===== src/rtl/csr_pkg.sv =====
// csr_pkg: shared CSR addresses, op encoding, mstatus layout, WARL masks and FSM states.
package csr_pkg;
    localparam logic [11:0] CSR_MSTATUS   = 12'h300;
    localparam logic [11:0] CSR_MISA      = 12'h301;
    localparam logic [11:0] CSR_MTVEC     = 12'h305;
    localparam logic [11:0] CSR_MSCRATCH  = 12'h340;
    localparam logic [11:0] CSR_MEPC      = 12'h341;
    localparam logic [11:0] CSR_MCAUSE    = 12'h342;
    localparam logic [11:0] CSR_MCYCLE    = 12'hB00;
    localparam logic [11:0] CSR_MCYCLEH   = 12'hB80;
    localparam logic [11:0] CSR_MVENDORID = 12'hF11;
    localparam logic [11:0] CSR_MARCHID   = 12'hF12;

    typedef enum logic [1:0] {OP_READ = 2'b00, OP_RW = 2'b01, OP_RS = 2'b10, OP_RC = 2'b11} csr_op_e;

    localparam int MSTATUS_MIE    = 3;
    localparam int MSTATUS_MPIE   = 7;
    localparam int MSTATUS_MPP_LO = 11;
    localparam logic [63:0] MSTATUS_RST   = 64'h1800;
    localparam logic [63:0] MSTATUS_WMASK = 64'h88;
    localparam logic [63:0] MTVEC_WMASK   = ~64'h2;
    localparam logic [63:0] MEPC_WMASK    = ~64'h3;
    localparam logic [63:0] MCAUSE_WMASK  = ~64'h0;

    typedef enum logic [1:0] {IDLE, WAIT, RESP} state_e;
endpackage


===== src/rtl/csr_cycle_counter.sv =====
// csr_cycle_counter: free-running 64-bit mcycle; a write to either half replaces it and skips that increment.
module csr_cycle_counter #(
    parameter int XLEN = 32
) (
    input  logic            clk,
    input  logic            rst_n,
    input  logic            wr_lo_i,
    input  logic            wr_hi_i,
    input  logic [XLEN-1:0] wdata_i,
    output logic [63:0]     cnt_o
);
    logic [63:0] cnt_q, cnt_d, wide;

    assign wide = 64'(wdata_i);
    assign cnt_o = cnt_q;

    always_comb
        cnt_d = !(wr_lo_i || wr_hi_i) ? cnt_q + 64'd1 :
                XLEN == 64 ? wide :
                {wr_hi_i ? wide[31:0] : cnt_q[63:32], wr_lo_i ? wide[31:0] : cnt_q[31:0]};

    always_ff @(posedge clk or negedge rst_n)
        if (!rst_n) cnt_q <= '0;
        else        cnt_q <= cnt_d;
endmodule


===== src/rtl/csr_unit.sv =====
// csr_unit: machine-mode CSR file with a latency-configurable request/response channel,
// atomic trap/mret ports, WARL masking and mcycle.
module csr_unit
    import csr_pkg::*;
#(
    parameter int          XLEN       = 32,
    parameter int          WR_LAT     = 1,
    parameter logic [31:0] MISA_VAL   = 32'h40001100,
    parameter bit          HAS_MCYCLE = 1'b1
) (
    input  logic            clk,
    input  logic            rst_n,
    input  logic            req_valid,
    output logic            req_ready,
    input  logic [1:0]      req_op,
    input  logic [11:0]     req_addr,
    input  logic [XLEN-1:0] req_wdata,
    output logic            rsp_valid,
    input  logic            rsp_ready,
    output logic [XLEN-1:0] rsp_rdata,
    output logic            rsp_err,
    input  logic            trap_valid,
    input  logic [XLEN-1:0] trap_cause,
    input  logic [XLEN-1:0] trap_pc,
    input  logic            mret_valid,
    output logic [XLEN-1:0] trap_vector,
    output logic [XLEN-1:0] mepc_o,
    output logic [XLEN-1:0] mtvec_o,
    output logic [XLEN-1:0] mstatus_o,
    output logic [XLEN-1:0] mcause_o
);
    localparam int CW = $clog2(WR_LAT + 1);

    state_e          state_q;
    logic [CW-1:0]   cnt_q;
    logic [XLEN-1:0] rdata_q, mtvec_q, mscratch_q, mepc_q, mcause_q;
    logic            err_q, mie_q, mpie_q;
    logic [XLEN-1:0] mstatus, old, new_val, base;
    logic [63:0]     cyc;
    logic            legal, ro, wr_req, acc, wr, wr_lo, wr_hi;

    assign mstatus = XLEN'(MSTATUS_RST) | (XLEN'(mpie_q) << MSTATUS_MPIE) | (XLEN'(mie_q) << MSTATUS_MIE);

    always_comb begin
        old   = '0;
        legal = 1'b1;
        case (req_addr)
            CSR_MSTATUS:               old = mstatus;
            CSR_MISA:                  old = XLEN'(MISA_VAL);
            CSR_MTVEC:                 old = mtvec_q;
            CSR_MSCRATCH:              old = mscratch_q;
            CSR_MEPC:                  old = mepc_q;
            CSR_MCAUSE:                old = mcause_q;
            CSR_MCYCLE:                begin old = cyc[XLEN-1:0]; legal = HAS_MCYCLE; end
            CSR_MCYCLEH:               begin old = XLEN'(cyc[63:32]); legal = HAS_MCYCLE && XLEN == 32; end
            CSR_MVENDORID, CSR_MARCHID: old = '0;
            default:                   legal = 1'b0;
        endcase
    end

    // RS/RC with a zero operand is a pure read, so it never trips the read-only check
    assign ro      = req_addr[11:10] == 2'b11 || req_addr == CSR_MISA;
    assign wr_req  = req_op == OP_RW || (req_op != OP_READ && req_wdata != '0);
    assign new_val = req_op == OP_RW ? req_wdata : req_op == OP_RS ? old | req_wdata : old & ~req_wdata;
    assign acc     = req_valid && req_ready;
    assign wr      = acc && legal && !ro && wr_req;
    assign wr_lo   = wr && req_addr == CSR_MCYCLE;
    assign wr_hi   = wr && req_addr == CSR_MCYCLEH;

    assign req_ready = state_q == IDLE && !trap_valid && !mret_valid;
    assign rsp_valid = state_q == RESP;
    assign rsp_rdata = rdata_q;
    assign rsp_err   = err_q;

    assign base        = {mtvec_q[XLEN-1:2], 2'b00};
    assign trap_vector = mtvec_q[0] && trap_cause[XLEN-1] ? base + XLEN'({trap_cause[XLEN-2:0], 2'b00}) : base;

    assign mepc_o    = mepc_q;
    assign mtvec_o   = mtvec_q;
    assign mstatus_o = mstatus;
    assign mcause_o  = mcause_q;

    generate
        if (HAS_MCYCLE) begin : g_cyc
            csr_cycle_counter #(.XLEN(XLEN)) u_cyc (
                .clk     (clk),
                .rst_n   (rst_n),
                .wr_lo_i (wr_lo),
                .wr_hi_i (wr_hi),
                .wdata_i (new_val),
                .cnt_o   (cyc)
            );
        end else begin : g_nocyc
            assign cyc = '0;
        end
    endgenerate

    always_ff @(posedge clk or negedge rst_n)
        if (!rst_n) begin
            mie_q      <= 1'b0;
            mpie_q     <= 1'b0;
            mtvec_q    <= '0;
            mscratch_q <= '0;
            mepc_q     <= '0;
            mcause_q   <= '0;
        end else if (trap_valid) begin
            mepc_q   <= trap_pc & XLEN'(MEPC_WMASK);
            mcause_q <= trap_cause;
            mpie_q   <= mie_q;
            mie_q    <= 1'b0;
        end else if (mret_valid) begin
            mie_q  <= mpie_q;
            mpie_q <= 1'b1;
        end else if (wr) begin
            case (req_addr)
                CSR_MSTATUS: begin
                    mie_q  <= new_val[MSTATUS_MIE];
                    mpie_q <= new_val[MSTATUS_MPIE];
                end
                CSR_MTVEC:    mtvec_q    <= new_val & XLEN'(MTVEC_WMASK);
                CSR_MSCRATCH: mscratch_q <= new_val;
                CSR_MEPC:     mepc_q     <= new_val & XLEN'(MEPC_WMASK);
                CSR_MCAUSE:   mcause_q   <= new_val & XLEN'(MCAUSE_WMASK);
                default:      ;
            endcase
        end

    always_ff @(posedge clk or negedge rst_n)
        if (!rst_n) begin
            state_q <= IDLE;
            cnt_q   <= '0;
            rdata_q <= '0;
            err_q   <= 1'b0;
        end else begin
            case (state_q)
                IDLE: if (acc) begin
                    rdata_q <= legal ? old : '0;
                    err_q   <= !legal || (ro && wr_req);
                    cnt_q   <= CW'(WR_LAT > 1 ? WR_LAT - 2 : 0);
                    state_q <= WR_LAT > 1 ? WAIT : RESP;
                end
                WAIT: begin
                    cnt_q <= cnt_q - 1'b1;
                    if (cnt_q == '0) state_q <= RESP;
                end
                RESP: if (rsp_ready) state_q <= IDLE;
                default: state_q <= IDLE;
            endcase
        end
endmodule


===== config.mk =====
export PLATFORM = sky130hd
export DESIGN_NAME = csr_unit
export DESIGN_NICKNAME = d
export VERILOG_FILES = /design/src/rtl/csr_pkg.sv /design/src/rtl/csr_cycle_counter.sv /design/src/rtl/csr_unit.sv
export SDC_FILE = /design/constraint.sdc
export NUM_CORES = 1
export LEC_CHECK = 0
export CAP_MARGIN = 0
export CORE_MARGIN = 1.5
export CORE_UTILIZATION = 54
export CTS_BUF_LIST = sky130_fd_sc_hd__clkbuf_8
export DETAILED_ROUTE_END_ITERATION = 10
export PLACE_DENSITY_LB_ADDON = 0.15
export SYNTH_ARGS = -nofsm -noshare
export SYNTH_HDL_FRONTEND = slang
export SYNTH_SLANG_ARGS = --single-unit

===== constraint.sdc =====
create_clock -name clk -period 5 [get_ports clk]
set_input_delay 1 -clock clk [delete_from_list [all_inputs] [get_ports clk]]
set_output_delay 1 -clock clk [all_outputs]
set_load 0.01 [all_outputs]

# == Yosys cells after proc, flatten, opt, wreduce, memory -nomap -nowiden ==
# Index checks and enable logic that the tools add are counted.
# classes
muxes,31
mul,0
order_cmp,0
n_addsub,3
n_eq_ne,21
reduce_logical,37
div,0
n_bitwise,6
n_shift,0
# ops
operator,n
32-bit 2-to-1 mux,14
32-bit one-hot mux with 8 select lines,1
12-bit by 10-bit == test with 1-bit output (second input constant),6
64-bit by 1-bit adder with 64-bit output (second input constant),1
64-bit 2-to-1 mux,1
12-bit == test (second input constant),4
32-bit adder,1
32-bit bitwise AND,1
32-bit NOT,1
32-bit OR,1
32-bit nonzero test,1
13-bit by 4-bit OR with 13-bit output,1
1-bit logical AND,11
1-bit 2-to-1 mux,10
2-bit nonzero test,5
10-bit OR reduction,1
3-bit AND reduction,3
4-bit AND reduction,2
2-bit == test (second input constant),3
2-bit 2-to-1 mux,3
2-bit by 1-bit != test with 1-bit output (second input constant),3
2-bit != test (second input constant),3
2-bit one-hot mux with 3 select lines,1
2-bit AND reduction,3
8 further kinds,17
# totals
inputBits,116
rom_bits,0
latchBits,0
mem_bits_rw,0
reg_bits,229
memories,0

# == Longest topological paths before layout ==
# Gate-level depths: netlist of run 1.
# logic_depth
word_depth,10
ltp_mapped,13

# == By module ==
# From an unflattened synthesis of run 1, not the netlist that was laid out.
# hier_totals
cells_unflattened,1772
hier_area_um2,14672.8
# modules_own_cells
module,seq_area_each_um2,cells_each,area_each_um2,instances
csr_unit,4028.9,1303,10607.7,1
csr_cycle_counter,1601.5,469,4065.1,1

# == Worst setup path after synthesis of run 1 ==
# OpenSTA, ideal clock, no wires.
# synth_path
kind,input to output
startpoint,input trap_cause[0]
endpoint,output trap_vector[26]
path_buffers,0
arrival_time_ns,3.264
setup_slack_ns,0.736
t_required_ns,4.000
cell_stages,11
cell_sequence,ha_1 -> fa_1 -> a21oi_1 -> o21ai_0 -> a21oi_1 -> o21a_1 -> o211ai_1 -> nand3_1 -> a311oi_1 -> or4_1 -> o211ai_1
# synth_between
elab_chain_len,2
# synth_lines
element,line,rtl
"start, declared",csr_unit.sv:23,"input logic [XLEN-1:0] trap_cause,"
32-bit adder,csr_unit.sv:76,"assign trap_vector = mtvec_q[0] && trap_cause[XLEN-1] ? base + XLEN'({trap_cause[XLEN-2:0], 2'b00}) : base;"
32-bit 2-to-1 mux,csr_unit.sv:76,
"end, declared",csr_unit.sv:26,"output logic [XLEN-1:0] trap_vector,"
# Every way passes these cells.

# == Worst setup path in the final report of run 1 ==
# layout_path
startpoint,input trap_cause[13]
endpoint,output trap_vector[30]
# Same word-level chain as after synthesis.

==> results by group, run 1 <==
Run status
  – Result of the run: complete, no violations

Routing
  – Post-Route WL: 55.3 mm
  – WL/cell: 23.8 um
  – Routed vias: 14800
  – DRC errors left: 0
  – First-pass DRT Iterations: 8
  – Detailed Route Iter0 Violations: 1790
  – Routed Antenna Nets: 0
  – Via density: 6.35

STA
  – Fmax: 0.204 GHz
  – Worst Max-Slew Pin Slew: 965 ps
  – Final min period: 4910 ps
  – Setup-failing EPs final: 0
  – Fin crit share: 98.2%
  – Worst rel slew slack: 35.6%
  – Slew Limit Fails: 0
  – RSZ-0062 raised after global routing: yes
  – Hold Vio Cnt, Final: 0
  – Clock Skew: 38.5 ps

Placed design
  – Placer Congestion: 1.04
  – Placed Area: 18200 um^2
  – Post-placement cell count: 2248
  – Dpl hpwl: 40.7 mm
  – Port Buffers: 273

GRT
  – Vias in the first global route: 14200
  – GR met3 Demand/Resource: 12.6%
  – Gr busiest metal: met2
  – Initial antenna violation count: 7
  – Met2 Use GR: 57.0%
  – First-pass GRT wire length: 83.4 mm
  – GR Util met1: 51.4%
  – Pin count of the biggest net entering global routing: 117
  – Gr ovfl total: 0
  – Gr usage total: 38.1%

Yosys
  – Top FF cell, synth: dfrtp_1
  – Largest cells by area after synthesis: dfrtp_1, mux2_2, nand2_1, mux2i_1, o21ai_0
  – Top cell type's share of synthesized area: 37.7%
  – Syn Inst Count: 1647
  – Mapped Area: 14900 um^2
  – Post-synthesis async set-or-reset flop share: 100%
  – Syn Area/Cell: 9.07 um^2
  – Synth Warn #: 0
  – Seq/Total Area, Yosys: 37.7%
  – Post-synth top area cell: dfrtp_1
  – Post-synth EDFFs: 0
  – Count of cell types in the netlist: 85
  – Synth Register Bits: 225

Setup path
  – CP Max Fanout: 4
  – Cell mode on critical path: a21o_1
  – Critical path endpoint category: primary output
  – Critical path class: primary input to primary output
  – R2R cell count: 10
  – Slowest cell on crit path: clkdlybuf4s50_1
  – Crit path arrival time: 3910 ps
  – Startpoint types: primary input
  – Flop2flop setup slack: 1830 ps
  – Crit path cell chain: clkdlybuf4s50_1, ha_1, a21o_1, a21o_1, a21oi_1, o21ai_0, a2111o_1, a21o_1, a41oi_2, xor2_1, o21ai_0, dlygate4sd2_1
  – WP data required: 4000 ps
  – Delay of the slowest cell on the worst path: 460 ps

Final layout
  – Fin nets: 2102
  – FF/Latch Area: 5630 um^2
  – Filler cells: 2181
  – Layout cells sized above 1: 16.7%
  – Fin area: 19100 um^2
  – Footprint of the multi-input gates: 8670 um^2
  – P&R area growth vs syn: 27.6%
  – Layout Cells excl Fill: 2325

Power
  – Power Density: 217 nW/um^2
  – Static Leak: 8.63 nW
  – Worst vdd rail ir drop: 0.151 mV
  – Tot Pwr: 4.13 mW

Clock tree
  – # H-tree levels: 2
  – Clock-pin slew on the worst setup and hold paths: 60 ps
  – Worst skew pair latency: 570 ps
  – CTS tree: yes
  – Sink Count: 225
  – Clk buf depth: 3
  – TritonCTS Buffers: 39
  – Hold buffer count at cts: 0
  – Root Buffer: clkbuf_8

Floorplanning
  – CORE AREA: 27000 um^2
  – Die Width: 169 um
  – DIE AREA: 28700 um^2
  – Starting density of the core: 55.3%
  – IO Count: 311
  – FP Rows: 60
  – Die height: 169 um

Worst hold path
  – Hold Crit Class: flip-flop to flip-flop
  – Worst hold stages: 2

Flow run
  – Maxcap violations: 0
state kept, by name, summed over array words and instances (netlist names):
name and cells:
g_cyc.u_cyc.cnt_o 64, state_q 1, mie_q 1, rsp_err 1
mepc_o 30, mtvec_o 31, mpie_q 1, rsp_rdata 32
mscratch_q 32, mcause_o 32
critical path: cells and delay by family:
kind / cells / cell delay, ps
compound gates: 8 / 1610
buf+inv: 2 / 760
fa+ha+maj: 1 / 380
xor+xnor: 1 / 150
path summary, 6_finish.rpt:
| path | startpoint | endpoint |
|---|---|---|
| setup / recovery | trap_cause[13] | trap_vector[30] |
| hold / removal | mscratch_q[27] | mscratch_q[27] |
| max in group asynchronous | rst_n | mcause_o[26] |
| hold reg to reg | mscratch_q[27] | mscratch_q[27] |
| setup reg to reg | g_cyc.u_cyc.cnt_o[0] | g_cyc.u_cyc.cnt_o[62] |
| min in group asynchronous | rst_n | g_cyc.u_cyc.cnt_o[5] |
per-layer routing:
metal,share of wire [%],vias to the layer above
met3,12,145
met1,41,7172
li1,-,6592
met4,4.0,6
met5,0.071,-
met2,43,840
cells in the mapped netlist (21+ instances only):
master,number
a21oi_1,88
and3_1,25
buf_2,21
buf_4,44
clkbuf_1,62
dfrtp_1,225
ha_1,30
inv_1,26
mux2_2,93
mux2i_1,90
nand2_1,247
nand3_1,39
nor2_1,104
nor3_1,24
o21ai_0,105
o21ai_1,55
o221a_2,27
xnor2_1,42
per-stage QoR:
stage	util [%]	hold WS, ps	setup slack (ps)	setup TNS, ps
finish	70.5	489	90.7	0
floorplan	-	450	736	0
global route	70.5	519	-89.8	-168
detailed placement	67.4	478	-510	-4590
global placement	67.4	462	-510	-3990
CTS	70.1	491	1.11	0
final cells by class:
type | count | area share (%)
clock buffer | 44 | 3.18
inverter | 26 | 0.512
clock inverter | 21 | 0.473
sequential | 225 | 29.5
timing repair buffer | 372 | 18.5
multi-input combinational | 1291 | 45.5
antenna | 5 | 0.0656
tap | 341 | 2.24
logic make-up (layout without fill, tap and decap cells):
logic type / Yosys count / count (layout) / synth area share [%]
DFF: 225 / 225 / 37.7
buffers and inverters: 164 / 463 / 5.90
and+or+nand+nor: 532 / 532 / 16.5
muxes: 186 / 186 / 13.3
adders and majority gates: 31 / 31 / 2.65
other: 2 / 40 / 0.0503
xor gates and xnor gates: 57 / 57 / 3.34
AOI/OAI and AO/OA: 450 / 450 / 20.6
power breakdown:
group          total (mW)  internal [mW]  switching [mW]  leakage [nW]
logic               0.646          0.294           0.353          5.42
registers            1.93           1.87          0.0564          2.79
clock network        1.56          0.799           0.763         0.419
total                4.13           2.96            1.17          8.63
cell usage in the layout, fill, tap and decap left out, types with 7 or more instances in the layout:
master           netlist  final
inv_1                 26     43
mux2i_1               90     90
dfrtp_1              225    225
nor4_1                12     12
and4_1                 9      9
a311oi_1               8      7
clkbuf_8               0     44
nor3_1                24     24
a21o_1                16     16
a211oi_1              16     16
nor2_1               104    103
o32ai_1                7      7
nand2b_1               7      7
xnor2_1               42     42
a31oi_1                7      7
o22ai_1               11     11
a211oi_2               8      8
o221a_2               27     27
o21ai_1               55     56
buf_4                 44     95
a221oi_1              16     16
mux2_2                93     93
nand3_1               39     38
a22oi_1               12     12
a221o_1                7      7
dlygate4sd2_1          0     10
a21oi_1               88     82
and3_1                25     24
nand2_1              247    246
xor2_1                15     15
ha_1                  30     27
nand4_1               14     14
o21ai_0              105    103
and2_1                10     10
clkdlybuf4s50_1        0    251
conb_1                 2     35
what timing repair did:
item,in CTS,in global routing
gates cloned,0,0
setup buffers,3,4
pin swaps,5,17
endpoints found under the setup margin,17,16
gates resized for setup,27,20
Power figures use the tool's default switching activity.
==> run 2, diff against run 1 <==
--- a/config.mk
+++ b/config.mk
@@ -6,7 +6,7 @@
 export NUM_CORES = 1
 export LEC_CHECK = 0
 export CAP_MARGIN = 0
-export CORE_MARGIN = 1.5
+export CORE_MARGIN = 2
 export CORE_UTILIZATION = 54
 export CTS_BUF_LIST = sky130_fd_sc_hd__clkbuf_8
 export DETAILED_ROUTE_END_ITERATION = 10
==> run 2 against run 1 <==
  * Global-route usage shrank 0.095 points
  * Combinational power is 0.9% higher
  * Design area up 0.65%
  * Highest routed layer unchanged
==> results by group, run 2 (synthesis gave the netlist of run 1 again) <==
Clock tree
  – Root Buffer: clkbuf_8
  – TritonCTS Buffers: 39
  – Hold buffer count at cts: 0
  – Sink Count: 225
  – Worst skew pair latency: 550 ps
  – # H-tree levels: 2
  – Clock-pin slew on the worst setup and hold paths: 60 ps
  – Clk buf depth: 3
  – CTS tree: yes

Floorplanning
  – Die Width: 170 um
  – Starting density of the core: 55.3%
  – IO Count: 311
  – DIE AREA: 29000 um^2
  – FP Rows: 60
  – Die height: 170 um
  – CORE AREA: 27000 um^2

Final layout
  – Commonest non-fill, non-tap cells in the layout: clkdlybuf4s50_1, nand2_1, dfrtp_1
  – Layout cells sized above 1: 17.7%
  – Max FFs per register: 64
  – Leading cell type in the layout, fill and taps excluded: clkdlybuf4s50_1
  – Fin util: 71.0%
  – Layout Cells excl Fill: 2332
  – P&R area growth vs syn: 28.4%
  – Fin nets: 2107

Setup path
  – Crit path arrival time: 3910 ps
  – Crit path cell chain: clkdlybuf4s50_1, fa_2, a21oi_2, o21ai_0, a21oi_1, o21a_2, o211ai_1, buf_4, a21o_1, a41oi_2, xor2_1, o21ai_0, dlygate4sd2_1
  – Startpoint types: primary input
  – Buf/Inv on CP: 3
  – R2r endpoint: g_cyc.u_cyc.cnt_o[61]
  – R2R cell count: 9
  – Flop2flop setup slack: 1690 ps
  – Cell mode on critical path: o21ai_0
  – Delay of the slowest cell on the worst path: 490 ps
  – Critical path endpoint category: primary output
  – WP data required: 4000 ps
  – Critical path class: primary input to primary output
  – Delay-heaviest family, CP: compound AO/OA/AOI/OAI gates
  – Slowest cell on crit path: clkdlybuf4s50_1
  – CP Max Fanout: 4
  – R2R Path Start: g_cyc.u_cyc.cnt_o[10]

Placed design
  – Placer Congestion: 1.00
  – Dpl hpwl: 41.4 mm
  – Port Buffers: 273
  – Post-placement cell count: 2255

Routing
  – Routed Antenna Nets: 0
  – Via density: 6.33
  – DRC errors left: 0
  – Detailed Route Iter0 Violations: 1665
  – Routed vias: 14800
  – First-pass DRT Iterations: 8
  – WL/cell: 24.1 um
  – Post-Route WL: 56.2 mm

Power
  – Combinational fraction of design power: 15.0%
  – Power Density: 227 nW/um^2
  – Worst vdd rail ir drop: 0.167 mV
  – Tot Pwr: 4.36 mW
  – Clock share of power: 40.9%
  – Sw frac: 27.9%
  – P_int: 3.15 mW
  – Sequential share of power: 44.2%
  – Total net switching power: 1.22 mW
  – Static Leak: 8.68 nW

GRT
  – Pin count of the biggest net entering global routing: 103
  – First-pass GRT wire length: 84.0 mm
  – Gr ovfl total: 0
  – Gr usage total: 38.0%
  – Initial antenna violation count: 6
  – Vias in the first global route: 14100

Flow run
  – Maxcap violations: 0

STA
  – Worst Max-Slew Pin Slew: 880 ps
  – Fin Setup TNS: 0 ps
  – Fin crit share: 98.1%
  – Slew Limit Fails: 0
  – Setup-failing EPs final: 0
  – Worst rel slew slack: 41.3%
  – Final min period: 4910 ps
  – Clock Skew: 18.2 ps
  – Fmax: 0.204 GHz
  – Hold Vio Cnt, Final: 0
  – Worst hold slack: 480 ps

Worst hold path
  – Hold Crit Class: flip-flop to flip-flop
  – Min-delay src: mscratch_q[0]
  – Worst hold stages: 2
  – Worst hold endpoint: mscratch_q[0]

Run status
  – Result of the run: complete, no violations
[run 2: cell types whose count changed in the layout (fill, tap and decap cells not counted), sizes merged, moves of 2 or more]
cell	previous run	this run
inv	44	32
clkbuf	44	52
buf	104	109
clkinv	2	7
clkinvlp	1	3
diode	5	3
[run 2: what timing repair did]
action,CTS,global route
pin swaps,7,11
setup buffers,2,3
gates resized for setup,29,18
endpoints found under the setup margin,16,16
[run 2: area by class of cell]
| class | count | area [um^2] |
|---|---|---|
| fill | 2147 | 7840 |
| tap | 341 | 427 |
| clock buffer | 52 | 716 |
| sequential | 225 | 5630 |
| antenna | 3 | 7.51 |
| clock inverter | 17 | 110 |
| inverter | 26 | 97.6 |
| multi-input combinational | 1291 | 8670 |
| timing repair buffer | 377 | 3520 |
[run 2: worst max-delay path by stage]
stage / cells after the start / endpoint / startpoint
2_1_floorplan: 11 / trap_vector[26] / trap_cause[0]
3_3_place_gp: 13 / trap_vector[26] / trap_cause[0]
3_5_place_dp: 13 / trap_vector[26] / trap_cause[0]
4_1_cts: 13 / trap_vector[24] / trap_cause[0]
5_1_grt: 13 / trap_vector[26] / trap_cause[1]
6_report: 13 / trap_vector[30] / trap_cause[1]
[run 2: stage by stage]
step	area, um^2	setup WS (ps)
after detailed placement	18200	-551
after floorplan	15100	736
after global placement	18200	-488
after CTS	19100	-78.9
after global routing	19200	-24.8
final	19200	93.0
[run 2: power groups by stage]
stage	registers [mW]	clock network, mW	logic [mW]
2_1_floorplan	1.96	0	0.272
3_3_place_gp	1.95	0	0.631
3_5_place_dp	1.95	0	0.639
4_1_cts	1.92	1.78	0.644
5_1_grt	1.93	1.87	0.694
6_report	1.93	1.78	0.652
[run 2: metal layers]
metal / wire (um) / share of wire, % / GRT usage, %
met1: 23300 / 41 / 52.8
met2: 24800 / 44 / 57.9
met3: 6320 / 11 / 10.5
met4: 1700 / 3.0 / 11.7
met5: 38 / 0.068 / 0
[run 2: worst register-to-register path, stage by stage, from the launching register on]
cell and delay (ps):
dfrtp_1 470, and4_1 290, nand3_1 200, nor4_1 660, nor2b_1 440, and2_1 370, nand2_1 190, o21ai_0 240
a21oi_1 120, a311oi_2 240
==> run 3, diff against run 2 <==
--- a/config.mk
+++ b/config.mk
@@ -7,7 +7,7 @@
 export LEC_CHECK = 0
 export CAP_MARGIN = 0
 export CORE_MARGIN = 2
-export CORE_UTILIZATION = 54
+export CORE_UTILIZATION = 45
 export CTS_BUF_LIST = sky130_fd_sc_hd__clkbuf_8
 export DETAILED_ROUTE_END_ITERATION = 10
 export PLACE_DENSITY_LB_ADDON = 0.15
==> run 3 against run 2 <==
  * Register-to-register slack got worse by 50 ps
  * Maximum frequency grew 0.52%
  * Sequential power about the same
  * Sequential cell count unchanged
  * Combinational power is essentially flat
  * Worst setup slack better by 26 ps
  * Critical path depth up 1
  * Global-route usage decreased by 5.4 points
  * Power is 1.3% higher
  * Cell count is 5.1% higher
  * Critical path type unchanged
  * Largest cell class unchanged
==> results by group, run 3 (synthesis gave the netlist of run 1 again) <==
Run status
  – Result of the run: complete, no violations

STA
  – Setup-failing EPs final: 0
  – Fin crit share: 97.6%
  – Clock Skew: 23.7 ps
  – Fmax: 0.205 GHz
  – Final min period: 4880 ps
  – Worst rel slew slack: 39.1%
  – Fin Setup TNS: 0 ps
  – Hold Vio Cnt, Final: 0
  – Worst Max-Slew Pin Slew: 905 ps
  – Slew Limit Fails: 0

Clock tree
  – Worst skew pair latency: 570 ps
  – Clock-pin slew on the worst setup and hold paths: 60 ps
  – TritonCTS Buffers: 41
  – CTS tree: yes
  – # H-tree levels: 2
  – Hold buffer count at cts: 0
  – Clk buf depth: 3
  – Sink Count: 225
  – Root Buffer: clkbuf_8

Setup path
  – WP data required: 4000 ps
  – Worst setup endpoint: trap_vector[18]
  – Crit path arrival time: 3880 ps
  – Startpoint types: primary input
  – Critical path endpoint category: primary output
  – R2r endpoint: g_cyc.u_cyc.cnt_o[61]
  – Worst setup path startpoint: trap_cause[4]
  – CP Max Fanout: 5
  – Flop2flop setup slack: 1640 ps
  – R2R cell count: 9
  – R2R Path Start: g_cyc.u_cyc.cnt_o[10]
  – Critical path class: primary input to primary output

Final layout
  – Leading cell type in the layout, fill and taps excluded: clkdlybuf4s50_1
  – Fin nets: 2122
  – Commonest non-fill, non-tap cells in the layout: clkdlybuf4s50_1, nand2_1, dfrtp_1
  – P&R area growth vs syn: 30.4%
  – Layout Cells excl Fill: 2452
  – Layout cells sized above 1: 18.1%
  – Fin area: 19500 um^2
  – Max FFs per register: 64

Routing
  – DRC errors left: 0
  – Routed vias: 14600
  – WL/cell: 23.3 um
  – Post-Route WL: 57.1 mm
  – First-pass DRT Iterations: 5
  – Via density: 5.97
  – Routed Antenna Nets: 0
  – Detailed Route Iter0 Violations: 1257

Placed design
  – Dpl hpwl: 42.5 mm
  – Placed Area: 18500 um^2
  – Post-placement cell count: 2369
  – Port Buffers: 273
  – Placer Congestion: 0.941

Floorplanning
  – Die height: 186 um
  – DIE AREA: 34700 um^2
  – FP Rows: 66
  – IO Count: 311
  – Starting density of the core: 45.8%
  – Die Width: 186 um
  – CORE AREA: 32600 um^2

Flow run
  – Maxcap violations: 0

GRT
  – Pin count of the biggest net entering global routing: 96
  – Vias in the first global route: 14200
  – First-pass GRT wire length: 85.2 mm
  – Gr usage total: 32.7%
  – Gr ovfl total: 0
  – Initial antenna violation count: 5

Worst hold path
  – Hold Crit Class: primary input to async pin

Power
  – Static Leak: 8.78 nW
  – Worst vdd rail ir drop: 0.159 mV
  – Power Density: 227 nW/um^2
  – Tot Pwr: 4.42 mW
==> run 3: worst min-delay path by stage <==
stage | depth (start not counted) | from | to
CTS | 2 | mscratch_q[0] | mscratch_q[0]
detailed placement | 2 | mscratch_q[0] | mscratch_q[0]
floorplan | 2 | mscratch_q[0] | mscratch_q[0]
global placement | 2 | mscratch_q[15] | mscratch_q[15]
global route | 1 | rst_n | g_cyc.u_cyc.cnt_o[35]
finish | 1 | rst_n | g_cyc.u_cyc.cnt_o[4]
==> run 3: final cells by class <==
cell class | count | area [um^2]
fill | 2893 | 13100
multi-input combinational | 1291 | 8670
sequential | 225 | 5630
timing repair buffer | 390 | 3660
clock buffer | 53 | 729
tap | 442 | 553
clock inverter | 21 | 125
inverter | 26 | 97.6
antenna | 4 | 10.0
==> run 3: through the flow <==
step,utilization [%],worst slack (ps),hold slack (ps)
after floorplan,-,736,450
after global placement,56.7,-484,463
after detailed placement,56.7,-496,471
after CTS,59.5,-87.6,485
after global routing,59.7,-7.95,526
final,59.7,118,473
==> run 3: timing repair <==
item,in CTS,in global routing
hold endpoints to repair,0,0
endpoints found under the setup margin,15,14
setup buffers,2,3
gates resized for setup,29,28
pin swaps,6,16
cloned,0,0
==> run 3: worst max-delay path, cell delays in order <==
cell and delay (ps):
clkdlybuf4s50_1 450, ha_1 340, a21oi_2 80, buf_4 140
o21ai_1 70, a21oi_1 100, o21a_1 220, o211ai_1 460
buf_4 200, nand2_1 60, o21ai_1 170, xor2_1 90
mux2_2 260, clkdlybuf4s15_1 230
==> run 3: power breakdown <==
group	internal [mW]	switching, mW	leakage (nW)
clock network	1.01	0.831	0.488
logic	0.298	0.358	5.50
registers	1.87	0.0567	2.79
total	3.17	1.25	8.78
==> run 3: layer usage <==
metal	part of all wire (%)	up-vias	wire length (um)	GRT usage [%]
met5	0.021	-	12	0
met4	2.7	2	1540	9.61
met3	9.7	89	5550	8.92
met2	45	676	25500	49.6
met1	43	7250	24500	45.6
li1	-	6625	-	-
